[config.mk]
export PLATFORM = sky130hd
export DESIGN_NAME = ram_arbiter
export DESIGN_NICKNAME = d
export VERILOG_FILES = /design/src/rtl/ram_arb_pkg.sv /design/src/rtl/ram_arb_pick.sv /design/src/rtl/ram_arbiter.sv
export SDC_FILE = /design/constraint.sdc
export NUM_CORES = 1
export LEC_CHECK = 0
export ABC_CLOCK_PERIOD_IN_PS = 4100
export CAP_MARGIN = 0
export CORE_AREA = 2 2 106 108
export CTS_CLUSTER_SIZE = 10
export DETAILED_ROUTE_END_ITERATION = 10
export DIE_AREA = 0 0 108 110
export DONT_BUFFER_PORTS = 1
export PLACE_DENSITY_LB_ADDON = 0.1
export SYNTH_ARGS = -nofsm -noshare
export SYNTH_HDL_FRONTEND = slang
export SYNTH_SLANG_ARGS = --single-unit
[constraint.sdc]
create_clock -name clk -period 4.1 [get_ports clk]
set_clock_uncertainty 0.05 [all_clocks]
set_input_delay 0.41 -clock clk [delete_from_list [all_inputs] [get_ports clk]]
set_output_delay 0.41 -clock clk [all_outputs]
set_load 0.01 [all_outputs]
[src/rtl/ram_arb_pkg.sv]
// Shared types and constants for the two-requester data-RAM arbiter.
package ram_arb_pkg;

    typedef enum logic [1:0] {
        IDLE  = 2'd0,
        ISSUE = 2'd1,
        WAIT  = 2'd2
    } state_t;

    localparam logic [1:0] LT_WORD = 2'b00;
    localparam logic [1:0] LT_HALF = 2'b01;
    localparam logic [1:0] LT_BYTE = 2'b10;

    localparam int NUM_REQ = 2;

endpackage

[src/rtl/ram_arb_pick.sv]
// Combinational winner selection between fetch (0) and load/store (1).
// RAM_ARB_FIXED_PRIO_EN: load/store always wins a tie; otherwise round-robin on last.
module ram_arb_pick
    import ram_arb_pkg::*;
(
    input  logic [NUM_REQ-1:0] req,
    input  logic               last,
    output logic               valid,
    output logic               winner
);

    always_comb begin
        valid = |req;
`ifdef RAM_ARB_FIXED_PRIO_EN
        winner = req[1];
`else
        // On a tie the requester that was not granted last goes next.
        if (&req) begin
            winner = ~last;
        end else begin
            winner = req[1];
        end
`endif
    end

endmodule

[src/rtl/ram_arbiter.sv]
// Serialises fetch and load/store accesses onto the single-port data RAM.
// Tie-break policy selected by RAM_ARB_FIXED_PRIO_EN (see ram_arb_pick).
module ram_arbiter
    import ram_arb_pkg::*;
#(
    parameter int ADDR_WIDTH = 32,
    parameter int DATA_WIDTH = 32
) (
    input  logic                  clk,
    input  logic                  rst,
    input  logic [1:0]            req,
    input  logic [1:0]            we,
    input  logic [1:0]            load_type_0,
    input  logic [1:0]            load_type_1,
    input  logic [ADDR_WIDTH-1:0] addr_0,
    input  logic [ADDR_WIDTH-1:0] addr_1,
    input  logic [DATA_WIDTH-1:0] wdata_0,
    input  logic [DATA_WIDTH-1:0] wdata_1,
    output logic [1:0]            gnt,
    output logic [1:0]            ack,
    output logic [DATA_WIDTH-1:0] rdata,
    output logic                  ram_read_en,
    output logic                  ram_write_en,
    output logic [1:0]            ram_load_type,
    output logic [ADDR_WIDTH-1:0] ram_addr,
    output logic [DATA_WIDTH-1:0] ram_data_in,
    input  logic [DATA_WIDTH-1:0] ram_data_out
);

    state_t                state_reg, state_next;
    logic                  owner_reg, owner_next;
    logic                  last_reg, last_next;
    logic                  we_reg, we_next;
    logic [1:0]            gnt_next, ack_next;
    logic [DATA_WIDTH-1:0] rdata_next;
    logic                  read_en_next, write_en_next;
    logic [1:0]            load_type_next;
    logic [ADDR_WIDTH-1:0] addr_next;
    logic [DATA_WIDTH-1:0] data_in_next;
    logic                  pick_valid, pick_winner;

    ram_arb_pick u_pick (
        .req    (req),
        .last   (last_reg),
        .valid  (pick_valid),
        .winner (pick_winner)
    );

    always_comb begin
        state_next     = state_reg;
        owner_next     = owner_reg;
        last_next      = last_reg;
        we_next        = we_reg;
        gnt_next       = '0;
        ack_next       = '0;
        rdata_next     = rdata;
        read_en_next   = 1'b0;
        write_en_next  = 1'b0;
        load_type_next = ram_load_type;
        addr_next      = ram_addr;
        data_in_next   = ram_data_in;

        case (state_reg)
            IDLE: begin
                if (pick_valid) begin
                    owner_next              = pick_winner;
                    last_next               = pick_winner;
                    we_next                 = we[pick_winner];
                    load_type_next          = pick_winner ? load_type_1 : load_type_0;
                    addr_next               = pick_winner ? addr_1 : addr_0;
                    data_in_next            = pick_winner ? wdata_1 : wdata_0;
                    gnt_next[pick_winner]   = 1'b1;
                    // Enables are registered, so they go high together with gnt.
                    read_en_next            = ~we[pick_winner];
                    write_en_next           = we[pick_winner];
                    state_next              = ISSUE;
                end
            end
            ISSUE: begin
                if (we_reg) begin
                    ack_next[owner_reg] = 1'b1;
                    state_next          = IDLE;
                end else begin
                    state_next = WAIT;
                end
            end
            WAIT: begin
                rdata_next          = ram_data_out;
                ack_next[owner_reg] = 1'b1;
                state_next          = IDLE;
            end
            default: state_next = IDLE;
        endcase
    end

    always_ff @(posedge clk or posedge rst) begin
        if (rst) begin
            state_reg     <= IDLE;
            owner_reg     <= 1'b0;
            last_reg      <= 1'b1;
            we_reg        <= 1'b0;
            gnt           <= '0;
            ack           <= '0;
            rdata         <= '0;
            ram_read_en   <= 1'b0;
            ram_write_en  <= 1'b0;
            ram_load_type <= '0;
            ram_addr      <= '0;
            ram_data_in   <= '0;
        end else begin
            state_reg     <= state_next;
            owner_reg     <= owner_next;
            last_reg      <= last_next;
            we_reg        <= we_next;
            gnt           <= gnt_next;
            ack           <= ack_next;
            rdata         <= rdata_next;
            ram_read_en   <= read_en_next;
            ram_write_en  <= write_en_next;
            ram_load_type <= load_type_next;
            ram_addr      <= addr_next;
            ram_data_in   <= data_in_next;
        end
    end

endmodule

---- After elaboration in Yosys (flattened, before gate mapping) ----
Cells that the tools add are included.
W data, S select, Z words.
storage, ports and cells
  ROM bits ................................ 0
  bits in latches ......................... 0
  register bits after elaboration ......... 109
  input port bits ......................... 170
  memories kept ........................... 0
  logic and storage cells ................. 48
  bits in writable memories ............... 0
operators by class
  eq/ne operators ......................... 3
  div/mod/pow operators ................... 0
  order comparisons ....................... 4
  shift-type cells ........................ 0
  bitwise gates (word level) .............. 2
  $add $sub $neg .......................... 0
  reductions and logical operators ........ 6
  multiplexer cells ....................... 21
  $mul .................................... 0
operators by type and width
  operator              number
  $mux W32              2
  $mux W2               6
  $mux W1               9
  $pmux W2 S2           2
  $lt A1 B2 Y1 const B  2
  $reduce_and A2 Y1     2
  $demux W1 S1          2
  $eq A2 B1 Y1 const B  1
  $eq A2 B2 Y1 const B  1
  $ge A1 B1 Y1 const B  2
  $logic_and A1 B1 Y1   2
  $logic_not A2 Y1      1
  $ne A2 B2 Y1 const B  1
  $not A1 Y1            2
  $reduce_or A2 Y1      1

---- Depth between registers and ports, before layout ----
Gate-level depths: netlist of the first run.
  depth after elaboration ................. 8
  gate-level depth with buffers ........... 8

---- Modules after synthesis ----
From an unflattened synthesis of the first run, not the netlist that was laid out.
second synthesis, totals
  cell total of the unflattened synthesis .. 405
  area, all modules ....................... 4912.2 µm²
by module, submodules not included
  module        instances  sequential area each (µm²)  area an instance (µm²)  cells an instance
  ram_arbiter   1          2728.9                      4898.4                  403
  ram_arb_pick  1          0.0                         13.8                    2

---- Least setup slack after synthesis of the first run ----
OpenSTA, ideal clock, no wires.
  kind .................................... register to register
  start ................................... register state_reg[0]
  end ..................................... register rdata[10]
  setup time .............................. 125 ps
  arrival ................................. 1396 ps
  stages on the path, launching flop included .. 6
  slack ................................... 2529 ps
  required time ........................... 3925 ps
  buffers on the path ..................... 2
  cells stage by stage .................... dfrtp_1 inv_1 ha_1 clkbuf_1 buf_2 mux2_2
on the way
  cells in the longest elaborated chain, start to end .. 1
ends and longest elaborated chain
  what                      RTL line            source
  start: declaration        ram_arbiter.sv:30   state_t state_reg, state_next;
  start signal: assignment  ram_arbiter.sv:111  state_reg <= state_next;
  $eq A2 B2 Y1              ram_arbiter.sv:63   case (state_reg)
  end signal: assignment    ram_arbiter.sv:117  rdata <= rdata_next;
  end: declaration          ram_arbiter.sv:21   output logic [DATA_WIDTH-1:0] rdata,
Every way passes these cells.
A chain may end at the register's enable or synchronous reset.

---- Worst setup path after layout of the first run ----
  start ................................... register state_reg[0]
  end ..................................... register ram_data_in[17]
on the way
  cells in the longest elaborated chain, start to end .. 2
ends and longest elaborated chain
  what                         RTL line            source
  $logic_not A2 Y1             ram_arbiter.sv:63
  $reduce_and A2 Y1 (no line)  --
  end signal: assignment       ram_arbiter.sv:122  ram_data_in <= data_in_next;
  end: declaration             ram_arbiter.sv:26   output logic [DATA_WIDTH-1:0] ram_data_in,
Every way passes these cells.

==> impl_metrics.json, run 1 <==
{
  "cts-htree-levels": 3,
  "finalHoldViolCount": 0,
  "grt_max_degree": 62,
  "clock_sinks": 109,
  "async_reset_ff_frac": 1.00,
  "swShare": 0.429,
  "critPathLaunchType": "register",
  "comb_power_share": 0.324,
  "max_cap_violations": 0,
  "rows": 38,
  "synth_top_cell_area_share": 0.582,
  "critPathArrivalTime_ns": 2.65,
  "grt_pass1_wl_um": 17500,
  "grt_pass1_vias": 3189,
  "clk_pin_slew_ns": 0.11,
  "antenna_found_initial": 0,
  "ys_seq_elements": 109,
  "ys_types": 26,
  "end_kind": "register",
  "ctsResizeCount": 0,
  "design.die.area_um2": 11900,
  "start_util": 0.434,
  "syn_nets": 639,
  "place_inst": 578,
  "drive_gt1_frac": 0.132,
  "area_growth_pct": 5.33,
  "max_slew_margin": 0.352,
  "reg2reg_from": "state_reg[0]$_DFFE_PP0P_",
  "synth_top_area_cell": "dfrtp_1",
  "via_per_inst": 5.64,
  "die_w_um": 108,
  "drc": 0,
  "fin_crit_ns": 2.42,
  "p_leak_nw": 2.12,
  "drv_slew": 0,
  "synth_edf_count": 0,
  "synth_cells": 465,
  "cts_root_buffer": "clkbuf_8",
  "fillCellCount": 1020,
  "status": "finished clean",
  "clk_latency_ns": 0.35,
  "worst_pin_slew_ns": 0.970,
  "antenna_left": 0,
  "fin_cells": 594,
  "die_h_um": 110,
  "path_max_fanout": 45,
  "peakVddDrop_mv": 0.417,
  "setup_viol": 0,
  "ios": 274,
  "r2r_cells": 6,
  "cts_made_buffers": 9,
  "power_density_nw_per_um2": 878,
  "p_switching_mw": 1.84,
  "hold_path_class": "in2async",
  "ys.warnings.count": 0,
  "gr-usage-all-layers": 0.192,
  "cts_buffer_depth": 2,
  "syn_area_per_cell_um2": 9.99,
  "grt-ovfl-total": 0,
  "hpwl_um": 8820,
  "rsz0062_at_grt": "false",
  "seq_area_frac_synth": 0.587,
  "postCtsSetupRepairBufs": 0,
  "postCtsHoldBufs": 0,
  "clock.fmax_ghz": 0.414,
  "drt_pass1_iterations": 4,
  "crit_required_ns": 4.33,
  "seq_power_share": 0.533,
  "path_class": "reg2reg",
  "tns_ns": 0,
  "synth_ff_type": "dfrtp_1",
  "synth_area_leaders": "dfrtp_1, a21oi_1, mux2_2, nor2_1, nand2_1",
  "port_buffers": 0,
  "wl_per_cell_um": 20.4,
  "antenna_cells": 0,
  "period_share": 0.590,
  "nets": 623,
  "r2r_end": "ram_data_in[17]$_DFFE_PP0P_",
  "r2r_slack_ns": 1.68,
  "largestRegisters": "ram_addr: 32 flops, ram_data_in: 32 flops, rdata: 32 flops",
  "syn_area_um2": 4650,
  "intPower_mw": 2.45,
  "vias": 3349,
  "drt_iter0_drc": 185,
  "routed_wl_um": 12100,
  "gp_congestion": 0.772,
  "cts_tree": "built",
  "coreArea_um2": 10700,
  "clkPwrFrac": 0.143
}
worst max path at each step:
stage          slack, ns                          end  depth (start not counted)                      from
4_1_cts             1.66  ram_data_in[17]$_DFFE_PP0P_                          6  state_reg[0]$_DFFE_PP0P_
6_report            1.68  ram_data_in[17]$_DFFE_PP0P_                          6  state_reg[0]$_DFFE_PP0P_
3_5_place_dp        1.68  ram_data_in[17]$_DFFE_PP0P_                          6  state_reg[0]$_DFFE_PP0P_
3_3_place_gp        1.79   ram_data_in[7]$_DFFE_PP0P_                          6  state_reg[0]$_DFFE_PP0P_
2_1_floorplan       0.77             ack[0]$_DFF_PP0_                          1                       rst
5_1_grt             1.46  ram_data_in[17]$_DFFE_PP0P_                          6  state_reg[0]$_DFFE_PP0P_
stage by stage:
step / util / hold WS [ns] / total power [mW] / worst slack (ns) / cell area (µm²)
2_1_floorplan: - / 0.382 / 3.34 / 0.768 / 4650
3_3_place_gp: 0.440 / 0.399 / 3.67 / 1.79 / 4710
3_5_place_dp: 0.440 / 0.405 / 3.73 / 1.68 / 4710
4_1_cts: 0.457 / 0.0190 / 4.35 / 1.66 / 4890
5_1_grt: 0.457 / 0.0244 / 4.61 / 1.46 / 4890
6_report: 0.457 / 0.00796 / 4.30 / 1.68 / 4890
cells by family after synthesis:
family / after synthesis / synth area share
AOI/OAI and AO/OA: 140 / 0.158
adders and majority gates: 4 / 0.0108
buffers and inverters: 37 / 0.0423
DFF: 109 / 0.587
muxes: 35 / 0.0840
and+or+nand+nor: 140 / 0.117
area by class of cell:
class                           instances  area [µm²]  share of cell area
Clock buffer                           10         128              0.0261
Clock inverter                          6        55.1              0.0113
Inverter                                3        13.8             0.00281
Multi-Input combinational cell        319        1740               0.356
Sequential cell                       109        2730               0.558
Tap cell                              140         175              0.0358
Timing Repair Buffer                    7        52.6              0.0107
cells in the final DEF (no fill, tap or decap), types with 2 or more instances in the layout:
master      netlist  routed
a21oi_1         130     130
a221o_1           3       3
and2_1            2       2
and3_1            3       3
buf_4             8       7
clkbuf_8          0       9
clkinvlp_4        0       2
dfrtp_1         108     108
ha_1              4       4
inv_1             3       2
inv_8             0       2
mux2_2           32      32
mux2i_1           3       3
nand2_1          65      65
nor2_1           68      68
worst max-delay path, cell delays in order (launching register included):
cell,delay [ns]
dfrtp_1,0.42
inv_1,0.11
ha_1,0.34
o21a_2,0.79
buf_4,0.42
nor2_1,0.07
a21oi_1,0.15
synth_stat cells, types with 2 or more instances:
cell      instances
mux2_2           32
inv_1             3
a21oi_1         130
a221o_1           3
ha_1              4
buf_4             8
mux2i_1           3
nor2_1           68
buf_2            16
and3_1            3
clkbuf_1          8
dfrtp_1         108
nand2_1          65
and2_1            2
power by group through the flow:
stage                     clock, mW  sequential [mW]  combinational, mW
final                         0.616             2.29               1.39
after global routing          0.679             2.35               1.58
after CTS                     0.638             2.30               1.42
after detailed placement          0             2.31               1.42
after global placement            0             2.31               1.35
after floorplan                   0             2.16               1.19
per-layer routing:
| metal | global-route usage | up-vias | share of wire |
|---|---|---|---|
| met5 | 0 | - | 0 |
| met4 | 0.0513 | 0 | 0.014 |
| met3 | 0.0847 | 10 | 0.12 |
| met2 | 0.322 | 201 | 0.49 |
| met1 | 0.227 | 1611 | 0.38 |
| li1 | - | 1527 | - |
(Power assumes the default switching activity.)
==> run 2: changes to the inputs <==
- ABC_CLOCK_PERIOD_IN_PS: 4100 -> 2300
- clock period: 4.1 -> 2.3 ns (I/O delays scaled with it)
==> impl_metrics.json, run 2 <==
{
  "syn_area_per_cell_um2": 9.99,
  "clock_sinks": 109,
  "rows": 38,
  "hpwl_um": 8110,
  "start_util": 0.434,
  "port_buffers": 0,
  "synth_top_cell_area_share": 0.582,
  "seq_area_frac_synth": 0.587,
  "cts_buffer_depth": 2,
  "syn_nets": 639,
  "cts-htree-levels": 3,
  "synth_area_leaders": "dfrtp_1, a21oi_1, mux2_2, nor2_1, nand2_1",
  "cts_root_buffer": "clkbuf_8",
  "status": "did not finish",
  "stop_error": "[ERROR RSZ-0060] Max buffer count reached.",
  "cts_made_buffers": 9,
  "ios": 274,
  "die_w_um": 108,
  "postCtsHoldBufs": 120,
  "ys.warnings.count": 0,
  "synth_most_common_cell": "a21oi_1",
  "die_h_um": 110,
  "ys_types": 26,
  "ys_seq_elements": 109,
  "stop_stage": "clock tree synthesis (4_1_cts)",
  "ys_top_cells_by_count": "a21oi_1, dfrtp_1, nor2_1, nand2_1, mux2_2",
  "gp_congestion": 0.746,
  "synth_ff_type": "dfrtp_1",
  "synth_cells": 465,
  "postCtsSetupRepairBufs": 0,
  "synth_edf_count": 0,
  "async_reset_ff_frac": 1.00,
  "synth_top_area_cell": "dfrtp_1",
  "ctsResizeCount": 0,
  "syn_area_um2": 4650
}
[run 2: cell counts after synthesis]
Identical to the previous run, type by type.
[run 2: logic make-up after synthesis]
group	after synthesis	synth area share
buffers and inverters	37	0.0423
DFF	109	0.587
and+or+nand+nor	140	0.117
adders and majority gates	4	0.0108
muxes	35	0.0840
AOI/OAI and AO/OA	140	0.158
[run 2: through the flow]
stage,hold slack (ns),instance area (µm²),worst slack (ns),cells
floorplan,0.243,4650,0.705,465
global placement,0.253,4760,0.352,580
detailed placement,0.259,4760,0.263,580
==> run 3: changes to the inputs <==
- CORE_AREA: 2 2 106 108 -> unset
- CORE_MARGIN: unset -> 2
- CORE_UTILIZATION: unset -> 40
- CTS_CLUSTER_SIZE: 10 -> unset
- DIE_AREA: 0 0 108 110 -> unset
- PLACE_DENSITY_LB_ADDON: 0.1 -> 0.15
==> impl_metrics.json, run 3 (same netlist as run 1, synthesis figures left out) <==
{
  "status": "finished clean",
  "fin_cells": 703,
  "design.die.area_um2": 12500,
  "port_buffers": 0,
  "tns_ns": 0,
  "r2r_slack_ns": 0.34,
  "crit_chain": "inv_1, ha_1, o21ai_4, buf_12, a21oi_1, a21oi_1",
  "via_per_inst": 5.32,
  "crit_required_ns": 2.48,
  "cts_tree": "built",
  "hpwl_um": 8400,
  "clock.fmax_ghz": 0.511,
  "drt_iter0_drc": 207,
  "end_kind": "register",
  "hold_path_class": "in2reg",
  "vias": 3741,
  "drv_slew": 0,
  "min_from": "wdata_1[0]",
  "power.total_mw": 8.33,
  "r2r_cells": 6,
  "path_class": "reg2reg",
  "cts_made_buffers": 9,
  "ios": 274,
  "power_density_nw_per_um2": 1370,
  "top_usage_layer": "met2",
  "antenna_found_initial": 3,
  "grt_max_degree": 110,
  "die_h_um": 112,
  "holdPathStages": 2,
  "mostFrequentLayoutCells": "a21oi_1, dfrtp_1, dlygate4sd3_1, nor2_1, nand2_1",
  "peakVddDrop_mv": 0.642,
  "drive_gt1_frac": 0.113,
  "wl_per_cell_um": 18.8,
  "cts_buffer_depth": 2,
  "cts-htree-levels": 3,
  "design_area_um2": 6070,
  "setup_ws_ns": 0.343,
  "critPathBufInv": 2,
  "rows": 39,
  "period_share": 0.851,
  "area_growth_pct": 30.7,
  "nets": 727,
  "die_w_um": 112,
  "critPathArrivalTime_ns": 2.14,
  "place_inst": 584,
  "ctsResizeCount": 0,
  "drc": 0,
  "cp_top_family": "compound AO/OA/AOI/OAI gates",
  "clock_sinks": 109,
  "worst_pin_slew_ns": 1.26,
  "critical_path.slowest_cell": "dfrtp_1",
  "fin_crit_ns": 1.96,
  "critPathLaunchType": "register",
  "finalHoldViolCount": 0,
  "post-place-ws_ns": 0.390,
  "gp_congestion": 0.781,
  "largestRegisters": "ram_addr: 32 flops, ram_data_in: 32 flops, rdata: 32 flops",
  "grtUsageMet1": 0.234,
  "max_cap_violations": 0,
  "min_to": "ram_data_in[0]$_DFFE_PP0P_",
  "reg2reg_from": "state_reg[1]$_DFFE_PP0P_",
  "fillCellCount": 999,
  "clk_pin_slew_ns": 0.08,
  "final_common_cell": "a21oi_1",
  "grtUsageMet2": 0.371,
  "start_util": 0.409,
  "antenna_left": 0,
  "grt-ovfl-total": 0,
  "p_leak_nw": 2.61,
  "rsz0062_at_grt": "false",
  "max_slew_margin": 0.157,
  "grt_pass1_vias": 3895,
  "path_max_fanout": 47,
  "drt_pass1_iterations": 4,
  "gr-usage-all-layers": 0.209,
  "dpl-instance-area_um2": 4780,
  "critPathLaunch": "state_reg[1]$_DFFE_PP0P_",
  "r2r_end": "ram_addr[31]$_DFFE_PP0P_",
  "coreArea_um2": 11400,
  "holdWs_ns": 0.0320,
  "critPathMaxStageDelay_ns": 0.40,
  "clk_latency_ns": 0.34,
  "grt_pass1_wl_um": 20600,
  "cts_root_buffer": "clkbuf_16",
  "setup_viol": 0,
  "path_common_cell": "a21oi_1",
  "grt_use_met3": 0.0806,
  "utilization": 0.534,
  "routed_wl_um": 13200
}
-- run 3: how the worst max path moves through the flow --
stage	to	cells after the start
floorplan	ack[0]$_DFF_PP0_	1
global placement	ram_addr[20]$_DFFE_PP0P_	6
detailed placement	ram_addr[20]$_DFFE_PP0P_	6
CTS	ram_addr[16]$_DFFE_PP0P_	6
global route	ram_data_in[2]$_DFFE_PP0P_	6
finish	ram_addr[31]$_DFFE_PP0P_	6
-- run 3: metal layers --
metal  vias to the layer above  share of wire
met4                         0          0.017
met5                         -              0
met1                      1792           0.37
met2                       190           0.52
met3                        17          0.093
li1                       1742              -
-- run 3: report_power, final --
group	internal (mW)	switching, mW	total (mW)
combinational	1.25	1.49	2.74
sequential	2.91	1.20	4.11
clock	0.753	0.727	1.48
-- run 3: layout make-up --
type	count	area, µm²	area share
antenna	3	7.51	0.00124
clock buffer	9	225	0.0371
clock inverter	6	53.8	0.00886
inverter	3	15.0	0.00247
multi-input combinational	319	1740	0.287
sequential	109	2730	0.449
tap	143	179	0.0295
timing repair buffer	111	1120	0.185
-- run 3: timing repair --
item                      in CTS  in global routing
hold buffers                 101                  0
buffers inserted               0                  0
hold endpoints to repair     207                  0
-- run 3: worst register-to-register path: cells and delay by family (launching register included) --
family / cells / cell delay (ns)
AOI/OAI and AO/OA: 3 / 0.63
buffers and inverters: 2 / 0.42
DFF: 1 / 0.40
adders and majority gates: 1 / 0.35
==> run 4: changes to the inputs <==
- REMOVE_ABC_BUFFERS: unset -> 1
==> impl_metrics.json, run 4 (same netlist as run 1, synthesis figures left out) <==
{
  "grtUsageMet2": 0.350,
  "path_max_fanout": 40,
  "hold_path_class": "in2reg",
  "status": "finished clean",
  "drc": 0,
  "drt_iter0_drc": 252,
  "cts-htree-levels": 3,
  "peakVddDrop_mv": 0.830,
  "holdWs_ns": 0.0384,
  "final_common_cell": "a21oi_1",
  "r2r_cells": 6,
  "gr-usage-all-layers": 0.207,
  "wl_per_cell_um": 18.8,
  "grt-ovfl-total": 0,
  "r2r_end": "ram_load_type[1]$_DFFE_PP0P_",
  "power_density_nw_per_um2": 1370,
  "antenna_cells": 0,
  "clk_pin_slew_ns": 0.07,
  "period_share": 0.820,
  "die_w_um": 112,
  "cts_buffer_depth": 2,
  "gp_congestion": 0.756,
  "largestRegisters": "ram_addr: 32 flops, ram_data_in: 32 flops, rdata: 32 flops",
  "cts_made_buffers": 9,
  "p_leak_nw": 2.61,
  "post-place-ws_ns": 0.465,
  "reg2reg_from": "state_reg[1]$_DFFE_PP0P_",
  "clock_sinks": 109,
  "critPathLaunch": "state_reg[1]$_DFFE_PP0P_",
  "rows": 39,
  "via_per_inst": 5.43,
  "mostFrequentLayoutCells": "a21oi_1, dfrtp_1, dlygate4sd3_1, nor2_1, nand2_1",
  "design.die.area_um2": 12500,
  "path_class": "reg2reg",
  "clock.fmax_ghz": 0.530,
  "coreArea_um2": 11400,
  "fin_crit_ns": 1.89,
  "crit_end": "ram_load_type[1]$_DFFE_PP0P_",
  "r2r_slack_ns": 0.41,
  "finalHoldViolCount": 0,
  "max_cap_violations": 0,
  "end_kind": "register",
  "area_growth_pct": 30.4,
  "vias": 3787,
  "critPathArrivalTime_ns": 2.06,
  "crit_required_ns": 2.47,
  "antenna_found_initial": 0,
  "drv_slew": 0,
  "clk_latency_ns": 0.33,
  "critPathLaunchType": "register",
  "ios": 274,
  "hpwl_um": 8390,
  "top_usage_layer": "met2",
  "max_slew_margin": 0.409,
  "antenna_left": 0,
  "start_util": 0.409,
  "die_h_um": 112,
  "setup_viol": 0,
  "setup_ws_ns": 0.413,
  "grt_pass1_vias": 3940,
  "nets": 726,
  "drt_pass1_iterations": 5,
  "grt_max_degree": 51,
  "tns_ns": 0,
  "grt_pass1_wl_um": 20600,
  "port_buffers": 0,
  "routed_wl_um": 13100,
  "cts_root_buffer": "clkbuf_16",
  "grt_use_met3": 0.0604,
  "cts_tree": "built",
  "drive_gt1_frac": 0.108,
  "utilization": 0.533,
  "rsz0062_at_grt": "false",
  "fillCellCount": 977,
  "grtUsageMet1": 0.252,
  "worst_pin_slew_ns": 0.883
}
==> run 4: through the flow <==
step	cells	cell area, µm²	total power [mW]
3_3_place_gp	584	4790	6.61
6_report	698	6060	8.27
3_5_place_dp	584	4790	6.70
4_1_cts	698	6060	8.31
2_1_floorplan	431	4460	5.85
5_1_grt	698	6060	8.85
==> run 4: worst min path at each step <==
stage | startpoint | endpoint | slack, ns | depth (start not counted)
CTS | wdata_0[3] | ram_data_in[3]$_DFFE_PP0P_ | 0.01 | 2
detailed placement | rst | gnt[1]$_DFF_PP0_ | 0.19 | 1
finish | wdata_0[3] | ram_data_in[3]$_DFFE_PP0P_ | 0.04 | 2
floorplan | req[0] | last_reg$_DFFE_PP1P_ | 0.24 | 1
global placement | rst | rdata[29]$_DFFE_PP0N_ | 0.19 | 1
global route | wdata_0[3] | ram_data_in[3]$_DFFE_PP0P_ | 0.005 | 2
==> run 4: report_power, final <==
part	internal, mW	switching [mW]
logic	1.26	1.50
registers	2.91	1.18
clock network	0.783	0.643
total	4.95	3.31
==> run 4: final cells by class <==
cell class,count,area [µm²],share of cell area
clock buffers,13,260,0.0430
clock inverters,1,7.51,0.00124
inverters,3,13.8,0.00227
multi-input cells,319,1740,0.287
flip-flops and latches,109,2730,0.451
well taps,143,179,0.0295
repair buffers,110,1130,0.186
==> run 4: timing repair <==
action | CTS | global route
buffers inserted | 0 | 0
hold endpoints to repair | 145 | 0
resized for setup | 0 | 0
endpoints found under the setup margin | 0 | 0
hold buffers | 100 | 0
==> run 4: critical path: stages, from the launching register on <==
cell	delay (ns)
dfrtp_1	0.40
inv_1	0.11
ha_1	0.35
o21ai_4	0.31
buf_12	0.27
a21oi_1	0.16
a21oi_1	0.10
==> run 4: routing by layer <==
layer,up-vias,part of all wire
li1,1730,-
met1,1794,0.39
met2,244,0.50
met3,19,0.091
met4,0,0.019
met5,-,0
